===== src/rtl/rx_seq_strip_pkg.sv =====
// Shared defaults and FSM state type for the RX sequence-strip stage.
package rx_seq_strip_pkg;

  localparam int SEQ_W_DEF     = 32;
  localparam int CNT_W_DEF     = 32;
  localparam int MAX_WORDS_DEF = 256;

  typedef enum logic {
    ST_IDLE = 1'b0,
    ST_BODY = 1'b1
  } rx_state_e;

endpackage


===== src/rtl/rx_seq_strip_seq_tracker.sv =====
// Sequence continuity tracker: remembers the last sequence number, flags gaps and
// keeps a saturating error count. The first number after reset is always accepted.
module rx_seq_strip_seq_tracker
  import rx_seq_strip_pkg::*;
#(
  parameter int DATA_W = SEQ_W_DEF,
  parameter int CNT_W  = CNT_W_DEF
) (
  input  logic              user_clk,
  input  logic              sys_reset,
  input  logic              check,
  input  logic [DATA_W-1:0] seq_in,
  output logic [DATA_W-1:0] seq_last,
  output logic              seq_err,
  output logic [CNT_W-1:0]  seq_err_cnt
);

  logic first_seq;
  logic mismatch;

  assign mismatch = !first_seq && (seq_in != (seq_last + DATA_W'(1)));

  always_ff @(posedge user_clk) begin
    if (sys_reset) begin
      seq_last    <= '0;
      first_seq   <= 1'b1;
      seq_err     <= 1'b0;
      seq_err_cnt <= '0;
    end else begin
      seq_err <= check && mismatch;
      if (check) begin
        // Always resynchronise so a single jump costs exactly one error.
        seq_last  <= seq_in;
        first_seq <= 1'b0;
        if (mismatch && !(&seq_err_cnt))
          seq_err_cnt <= seq_err_cnt + CNT_W'(1);
      end
    end
  end

endmodule


===== src/rtl/rx_seq_strip.sv =====
// Removes the trailing sequence word of each RX frame, moving tlast onto the last
// payload word, or passes frames through registered when stripping is disabled.
module rx_seq_strip
  import rx_seq_strip_pkg::*;
#(
  parameter int DATA_W    = SEQ_W_DEF,
  parameter int CNT_W     = CNT_W_DEF,
  parameter int MAX_WORDS = MAX_WORDS_DEF
) (
  input  logic              user_clk,
  input  logic              sys_reset,
  // Handshake: no back-pressure on either side; a word transfers on every cycle
  // its tvalid is high, and m_axis_tvalid is high exactly one cycle per word.
  input  logic              s_axis_tvalid,
  input  logic [DATA_W-1:0] s_axis_tdata,
  input  logic              s_axis_tlast,
  output logic              m_axis_tvalid,
  output logic [DATA_W-1:0] m_axis_tdata,
  output logic              m_axis_tlast,
  input  logic              strip_en,
  output logic [DATA_W-1:0] seq_last,
  output logic              seq_err,
  output logic [CNT_W-1:0]  frame_cnt,
  output logic [CNT_W-1:0]  seq_err_cnt,
  output logic [CNT_W-1:0]  runt_cnt,
  output logic [CNT_W-1:0]  oversize_cnt,
  output rx_state_e         state_dbg
);

  localparam int WC_W = $clog2(MAX_WORDS + 2);
  localparam logic [WC_W-1:0] WC_MAX  = WC_W'(MAX_WORDS + 1);
  localparam logic [WC_W-1:0] WC_TRIG = WC_W'(MAX_WORDS);

  rx_state_e         state, state_d;
  logic              mode_q;
  logic [DATA_W-1:0] hold;
  logic [WC_W-1:0]   wcnt;
  logic              over_flag;
  logic              cur_strip;
  logic              end_word;
  logic              seq_check;

  // The mode is taken live from strip_en on a frame's first word, then held.
  assign cur_strip = (state == ST_IDLE) ? strip_en : mode_q;
  assign end_word  = s_axis_tvalid && s_axis_tlast;
  assign seq_check = end_word && cur_strip;
  assign state_dbg = state;

  always_comb begin
    state_d = state;
    if (s_axis_tvalid)
      state_d = s_axis_tlast ? ST_IDLE : ST_BODY;
  end

  always_ff @(posedge user_clk) begin
    if (sys_reset) begin
      state         <= ST_IDLE;
      mode_q        <= 1'b1;
      hold          <= '0;
      wcnt          <= '0;
      over_flag     <= 1'b0;
      m_axis_tvalid <= 1'b0;
      m_axis_tdata  <= '0;
      m_axis_tlast  <= 1'b0;
      frame_cnt     <= '0;
      runt_cnt      <= '0;
      oversize_cnt  <= '0;
    end else begin
      state <= state_d;
      if (state == ST_IDLE && s_axis_tvalid)
        mode_q <= strip_en;

      if (!cur_strip) begin
        m_axis_tvalid <= s_axis_tvalid;
        m_axis_tdata  <= s_axis_tdata;
        m_axis_tlast  <= end_word;
      end else begin
        m_axis_tvalid <= s_axis_tvalid && (state == ST_BODY);
        m_axis_tdata  <= hold;
        m_axis_tlast  <= end_word && (state == ST_BODY);
      end

      if (s_axis_tvalid && cur_strip) begin
        if (s_axis_tlast) begin
          wcnt      <= '0;
          over_flag <= 1'b0;
        end else begin
          hold <= s_axis_tdata;
          if (state == ST_IDLE)
            wcnt <= WC_W'(1);
          else if (wcnt != WC_MAX)
            wcnt <= wcnt + WC_W'(1);
          // wcnt is about to reach MAX_WORDS+1 payload words.
          if (state == ST_BODY && wcnt == WC_TRIG && !over_flag) begin
            over_flag <= 1'b1;
            if (!(&oversize_cnt))
              oversize_cnt <= oversize_cnt + CNT_W'(1);
          end
        end
      end

      if (end_word && !(&frame_cnt))
        frame_cnt <= frame_cnt + CNT_W'(1);
      if (seq_check && state == ST_IDLE && !(&runt_cnt))
        runt_cnt <= runt_cnt + CNT_W'(1);
    end
  end

  rx_seq_strip_seq_tracker #(
    .DATA_W(DATA_W),
    .CNT_W (CNT_W)
  ) u_seq_tracker (
    .user_clk   (user_clk),
    .sys_reset  (sys_reset),
    .check      (seq_check),
    .seq_in     (s_axis_tdata),
    .seq_last   (seq_last),
    .seq_err    (seq_err),
    .seq_err_cnt(seq_err_cnt)
  );

endmodule


===== config.mk =====
export PLATFORM = sky130hd
export DESIGN_NAME = rx_seq_strip
export DESIGN_NICKNAME = d
export VERILOG_FILES = /design/src/rtl/rx_seq_strip_pkg.sv /design/src/rtl/rx_seq_strip_seq_tracker.sv /design/src/rtl/rx_seq_strip.sv
export SDC_FILE = /design/constraint.sdc
export NUM_CORES = 1
export LEC_CHECK = 0
export BUFFER_PORTS_ARGS = -buffer_cell sky130_fd_sc_hd__buf_2
export CORE_MARGIN = 5
export CORE_UTILIZATION = 50
export CTS_BUF_LIST = sky130_fd_sc_hd__clkbuf_2 sky130_fd_sc_hd__clkbuf_4 sky130_fd_sc_hd__clkbuf_8
export DETAILED_ROUTE_END_ITERATION = 8
export PLACE_DENSITY = 0.76
export RECOVER_POWER = 50
export SYNTH_ARGS = -nofsm -noshare
export SYNTH_HDL_FRONTEND = slang
export SYNTH_SLANG_ARGS = --single-unit

===== constraint.sdc =====
create_clock -name user_clk -period 6 [get_ports user_clk]
set_clock_uncertainty 0.05 [all_clocks]
set_input_delay 0.9 -clock user_clk [delete_from_list [all_inputs] [get_ports user_clk]]
set_output_delay 0.9 -clock user_clk [all_outputs]
set_load 0.005 [all_outputs]

# After elaboration in Yosys (flattened, before gate mapping)
# Cells that the tools add are included.
[word_totals] reg_bits=240 out_inout_bits=196
[classes] n_reduce_logical=29 mux=10 eq_ne=4 add_sub_neg=6 bitwise_logic=3
[op_table] operator="adder 32 x 1 -> 32 bit, second input constant" count=5
[op_table] operator="AND reduction 32 bit" count=4
[op_table] operator="two-way mux 32 bit" count=1
[op_table] operator="!= test 32 bit" count=1
[op_table] operator="two-way mux 9 bit" count=3
[op_table] operator="logical AND 1 bit" count=14
[op_table] operator="adder 9 x 1 -> 9 bit, second input constant" count=1
[op_table] operator="== test 9 bit, second input constant" count=1
[op_table] operator="!= test 9 bit, second input constant" count=1
[op_table] operator="AND reduction 2 bit" count=4
[op_table] operator="two-way mux 1 bit" count=6
[op_table] operator="logical NOT 1 bit" count=5
[op_table] operator="AND reduction 4 bit" count=1
[op_table] operator="!= test 3 x 2 -> 1 bit, second input constant" count=1
[op_table] operator="inverter 1 bit" count=3
[op_table] operator="nonzero test 2 bit" count=1

# Longest topological paths before layout
[depth] word_depth=5 depth_mapped=12 mapped_depth_nobuf=10

# Hierarchy
# Synthesis repeated with hierarchy kept, for this count alone.
[hier_totals] cells_unflattened=1444 area_unflattened_um2=11964.0
[by_module_without_submodules] module="rx_seq_strip" instances=1 cells_per_inst=960 area_per_inst_um2=7955.1 seq_area_each_um2=3483.3
[by_module_without_submodules] module="rx_seq_strip_seq_tracker" instances=1 cells_per_inst=484 area_per_inst_um2=4008.8 seq_area_each_um2=1321.3

# Least setup slack after synthesis
# No wires, ideal clock.
[synth_timing] path_type="input port to flip-flop" from="input strip_en" to="register u_seq_tracker.seq_err_cnt[14]" setup_ps=121 n_path_buf=1 path_slack_ps=3101 arrival_time_ps=2728 path_stages=7 path_cell_list="mux2_2 buf_2 nand3_1 nor4_1 nand2_2 nor4_1 mux2_2"
[synth_via] elab_chain_len=3
[synth_lines] element="start, declared" line="rx_seq_strip.sv:20" source="input logic strip_en,"
[synth_lines] element="two-way mux 1 bit" line="rx_seq_strip.sv:44" source="assign cur_strip = (state == ST_IDLE) ? strip_en : mode_q;"
[synth_lines] element="logical AND 1 bit" line="rx_seq_strip.sv:46" source="assign seq_check = end_word && cur_strip;"
[synth_lines] element="AND reduction 2 bit (no line)"
[synth_lines] element="end signal, assigned" line="rx_seq_strip_seq_tracker.sv:36" source="seq_err_cnt <= seq_err_cnt + CNT_W'(1);"
[synth_lines] element="end, declared" line="rx_seq_strip_seq_tracker.sv:15" source="output logic [CNT_W-1:0] seq_err_cnt"
# No other way between the ends.
# A chain may end at the register's enable or synchronous reset.

# Final worst setup path
[layout_timing] from="register state (netlist: state_dbg)" to="register oversize_cnt[29]"
[layout_via] elab_chain_len=3
[layout_lines] element="start, declared" line="rx_seq_strip.sv:34" source="rx_state_e state, state_d;"
[layout_lines] element="start signal, assigned" line="rx_seq_strip.sv:69" source="state <= state_d;"
[layout_lines] element="two-way mux 1 bit or logical AND 1 bit (tied branches)" line="rx_seq_strip.sv:44, rx_seq_strip.sv:94"
[layout_lines] element="logical AND 1 bit (on tied branches)" line="rx_seq_strip.sv:83, rx_seq_strip.sv:94"
[layout_lines] element="AND reduction 4 bit (no line) *"
[layout_lines] element="end signal, assigned" line="rx_seq_strip.sv:97" source="oversize_cnt <= oversize_cnt + CNT_W'(1);"
[layout_lines] element="end, declared" line="rx_seq_strip.sv:26" source="output logic [CNT_W-1:0] oversize_cnt,"
# Mark *: on every way between the ends. The rest lies on a longest branch, timed or not.

==> flow_summary.ini <==
[synth]
synth_fp_nets = 1418
syn-mean-instance-area_um2 = 8.059
synth-edff-count = 0
yosysUniqueCellTypes = 64
synthFlopType = dfxtp_1
synth_area_leader_cell = dfxtp_1
yosys.area.top_type_share_pct = 43.42
yosys_register_bits = 240
synth.cell_area_um2 = 11070
yosys_warnings = 0
seq_area_frac_synth_pct = 43.42
synth_cells = 1373
netlist_top_cells_area = dfxtp_1, nand2_1, a21oi_1
async_flop_share_pct = 0

[finish]
layout-drive-gt1-share_pct = 13.85
finalNetCount = 1633
postLayoutCellArea_um2 = 13110
area_growth_pct = 18.48
final_cell_mix = nand2_1, dfxtp_1, a21oi_1, nor2_1, buf_2
nFillCells = 2043
final_common_cell = nand2_1

[timing]
max_slew_margin_pct = 1.664
drv_slew = 0
fmax_mhz = 259.7
finalSetupViolations = 0
tightest_slew_ns = 1.475
fin_crit_sh_pct = 64.17
rsz0062_at_grt = no
hold_viol_final = 0
tns_ns = 0
min_period_ns = 3.850

[critical_path]
r2r_end = oversize_cnt[29]$_SDFFE_PP0P_
critPathRequiredTime_ns = 6.39
cp-start-kind = register
path_cells = mux2_1, nand3b_2, nor4_4, o311a_2, nand4_1, or2_1, or3_1, a21oi_1
critPathMaxFanout = 38
r2r-start = state_dbg$_SDFFE_PP0P_
timing.critical_path.buf_inv = 0
reg2regPathDepth = 8
max_stage_delay_ns = 1.19
end_kind = register
crit_arrival_ns = 4.24
r2r_setup_slack_ns = 2.15
crit_type = register to register
crit_family = simple AND/OR/NAND/NOR gates
slowest_stage = mux2_1

[pwr]
power.density_nw_per_um2 = 261.3
ir_worst_vdd_mv = 0.1526
finalPower_mw = 3.426
power_leakage_nw = 4.911

[cts]
cts_buffers = 41
cts-root-buf = clkbuf_8
h-tree-depth = 2
cts_buffer_depth = 3
cts_tree = built
cts_resized = 0
hold_buffers = 0
cts.reportedPaths.clkPinSlew_ns = 0.06
cts_setup_buffers = 0
cts.sinks = 240
insertion_delay_ns = 0.53

[placed_design]
dp_hpwl_mm = 19.57
placed_cell_area_um2 = 12370
io_buffer_count = 232
place.gp.congestion = 0.9304

[die]
core_um2 = 21820
dieWidth_um = 158.8
die_y_um = 158.8
num_io_pins = 233
initial_core_util_pct = 50.71
rows = 54
die_area_um2 = 25210

[worst_hold_path]
min_delay_path_depth = 2
min-delay-start = hold[30]$_SDFFE_PP0P_
min_to = m_axis_tdata[30]$_SDFF_PP0_
hold_path.class = register to register

[detailed_routing]
postRouteWirelength_mm = 28.86
drt-initial-drc-count = 615
drt-pass1-iter-count = 5
drc = 0
viasPerCell = 5.482
ant_nets = 0
vias = 10410
avgRoutedWirePerCell_um = 15.21

[outcome]
outcome = finished clean

[global_route]
grt_use_total_pct = 21.58
overflow = 0
grt_pass1_wl_mm = 47.80
grt_max_degree = 127
grt_pass1_vias = 9878
antenna_found_initial = 2

[job]
cap_violations = 0
registers in the layout, summed over array words and instances, names as in the netlist, 9 cells and up:
name	flops
u_seq_tracker.seq_err_cnt	32
wcnt	9
frame_cnt	32
u_seq_tracker.seq_last	32
m_axis_tdata	32
oversize_cnt	32
hold	32
runt_cnt	32
synth_stat cells, types with 27 or more instances:
cell      instances
and3_1           29
dfxtp_1         240
inv_1            27
nand4_1          47
nand2_1         268
a21oi_1         140
xnor2_1          46
nor2_1          132
or3_1            30
nand3_1          55
clkbuf_1         54
xor2_1           80
worst reg2reg max path, delay by kind of cell (launching register included):
family / cells / cell delay (ns)
muxes: 1 / 1.19
and+or+nand+nor: 5 / 1.54
DFF: 1 / 0.51
AOI/OAI and AO/OA: 2 / 0.49
kinds of logic (layout without fill, tap and decap cells):
| logic type | Yosys count | in the layout | synth area share (%) |
|---|---|---|---|
| adders and majority gates | 8 | 8 | 0.9046 |
| AOI/OAI and AO/OA | 215 | 215 | 10.76 |
| and+or+nand+nor | 680 | 680 | 30.30 |
| xor gates and xnor gates | 127 | 127 | 10.18 |
| other | 0 | 1 | 0 |
| DFF | 240 | 240 | 43.42 |
| buffers and inverters | 93 | 337 | 3.426 |
| muxes | 10 | 10 | 1.006 |
area by class of cell:
cell class | count | area, um2 | share of cell area, %
Antenna cell | 1 | 2.502 | 0.01909
Clock buffer | 66 | 820.8 | 6.261
Sequential cell | 240 | 4805 | 36.65
Inverter | 27 | 101.3 | 0.7730
Timing Repair Buffer | 238 | 1085 | 8.274
Tap cell | 280 | 350.3 | 2.672
Multi-Input combinational cell | 1040 | 5888 | 44.91
Clock inverter | 6 | 57.56 | 0.4390
per-stage QoR:
stage          instances  setup WS (ns)  hold slack, ns  util (%)
6_report            1898          2.150          0.4002     60.07
5_1_grt             1898          1.872          0.4180     60.07
4_1_cts             1897          2.597          0.4049     60.70
3_5_place_dp        1825          2.204          0.3954     56.68
3_3_place_gp        1825          2.274          0.3908     56.68
2_1_floorplan       1373          3.101          0.3866         -
how the worst max path moves through the flow:
stage,endpoint,depth (start not counted),start
after CTS,oversize_cnt[29]$_SDFFE_PP0P_,8,state_dbg$_SDFFE_PP0P_
after detailed placement,oversize_cnt[31]$_SDFFE_PP0P_,10,strip_en
after floorplan,u_seq_tracker.seq_err_cnt[14]$_SDFFE_PP0P_,7,strip_en
after global routing,oversize_cnt[31]$_SDFFE_PP0P_,9,state_dbg$_SDFFE_PP0P_
final,oversize_cnt[29]$_SDFFE_PP0P_,8,state_dbg$_SDFFE_PP0P_
after global placement,oversize_cnt[31]$_SDFFE_PP0P_,10,strip_en
power breakdown:
group          total [mW]  switching [mW]  leakage [nW]  internal (mW)
clock network        1.55           0.642         0.468          0.906
registers            1.66          0.0299          1.94           1.63
logic               0.218           0.142          2.50         0.0764
per-layer routing:
layer	GRT usage [%]	up-vias	routed length, um
met2	34.84	373	13010
met4	7.783	2	844
met5	0	-	7
met3	6.299	71	2595
li1	-	5131	-
met1	27.52	4828	12400
No activity file was read; power rests on OpenSTA's default activity.
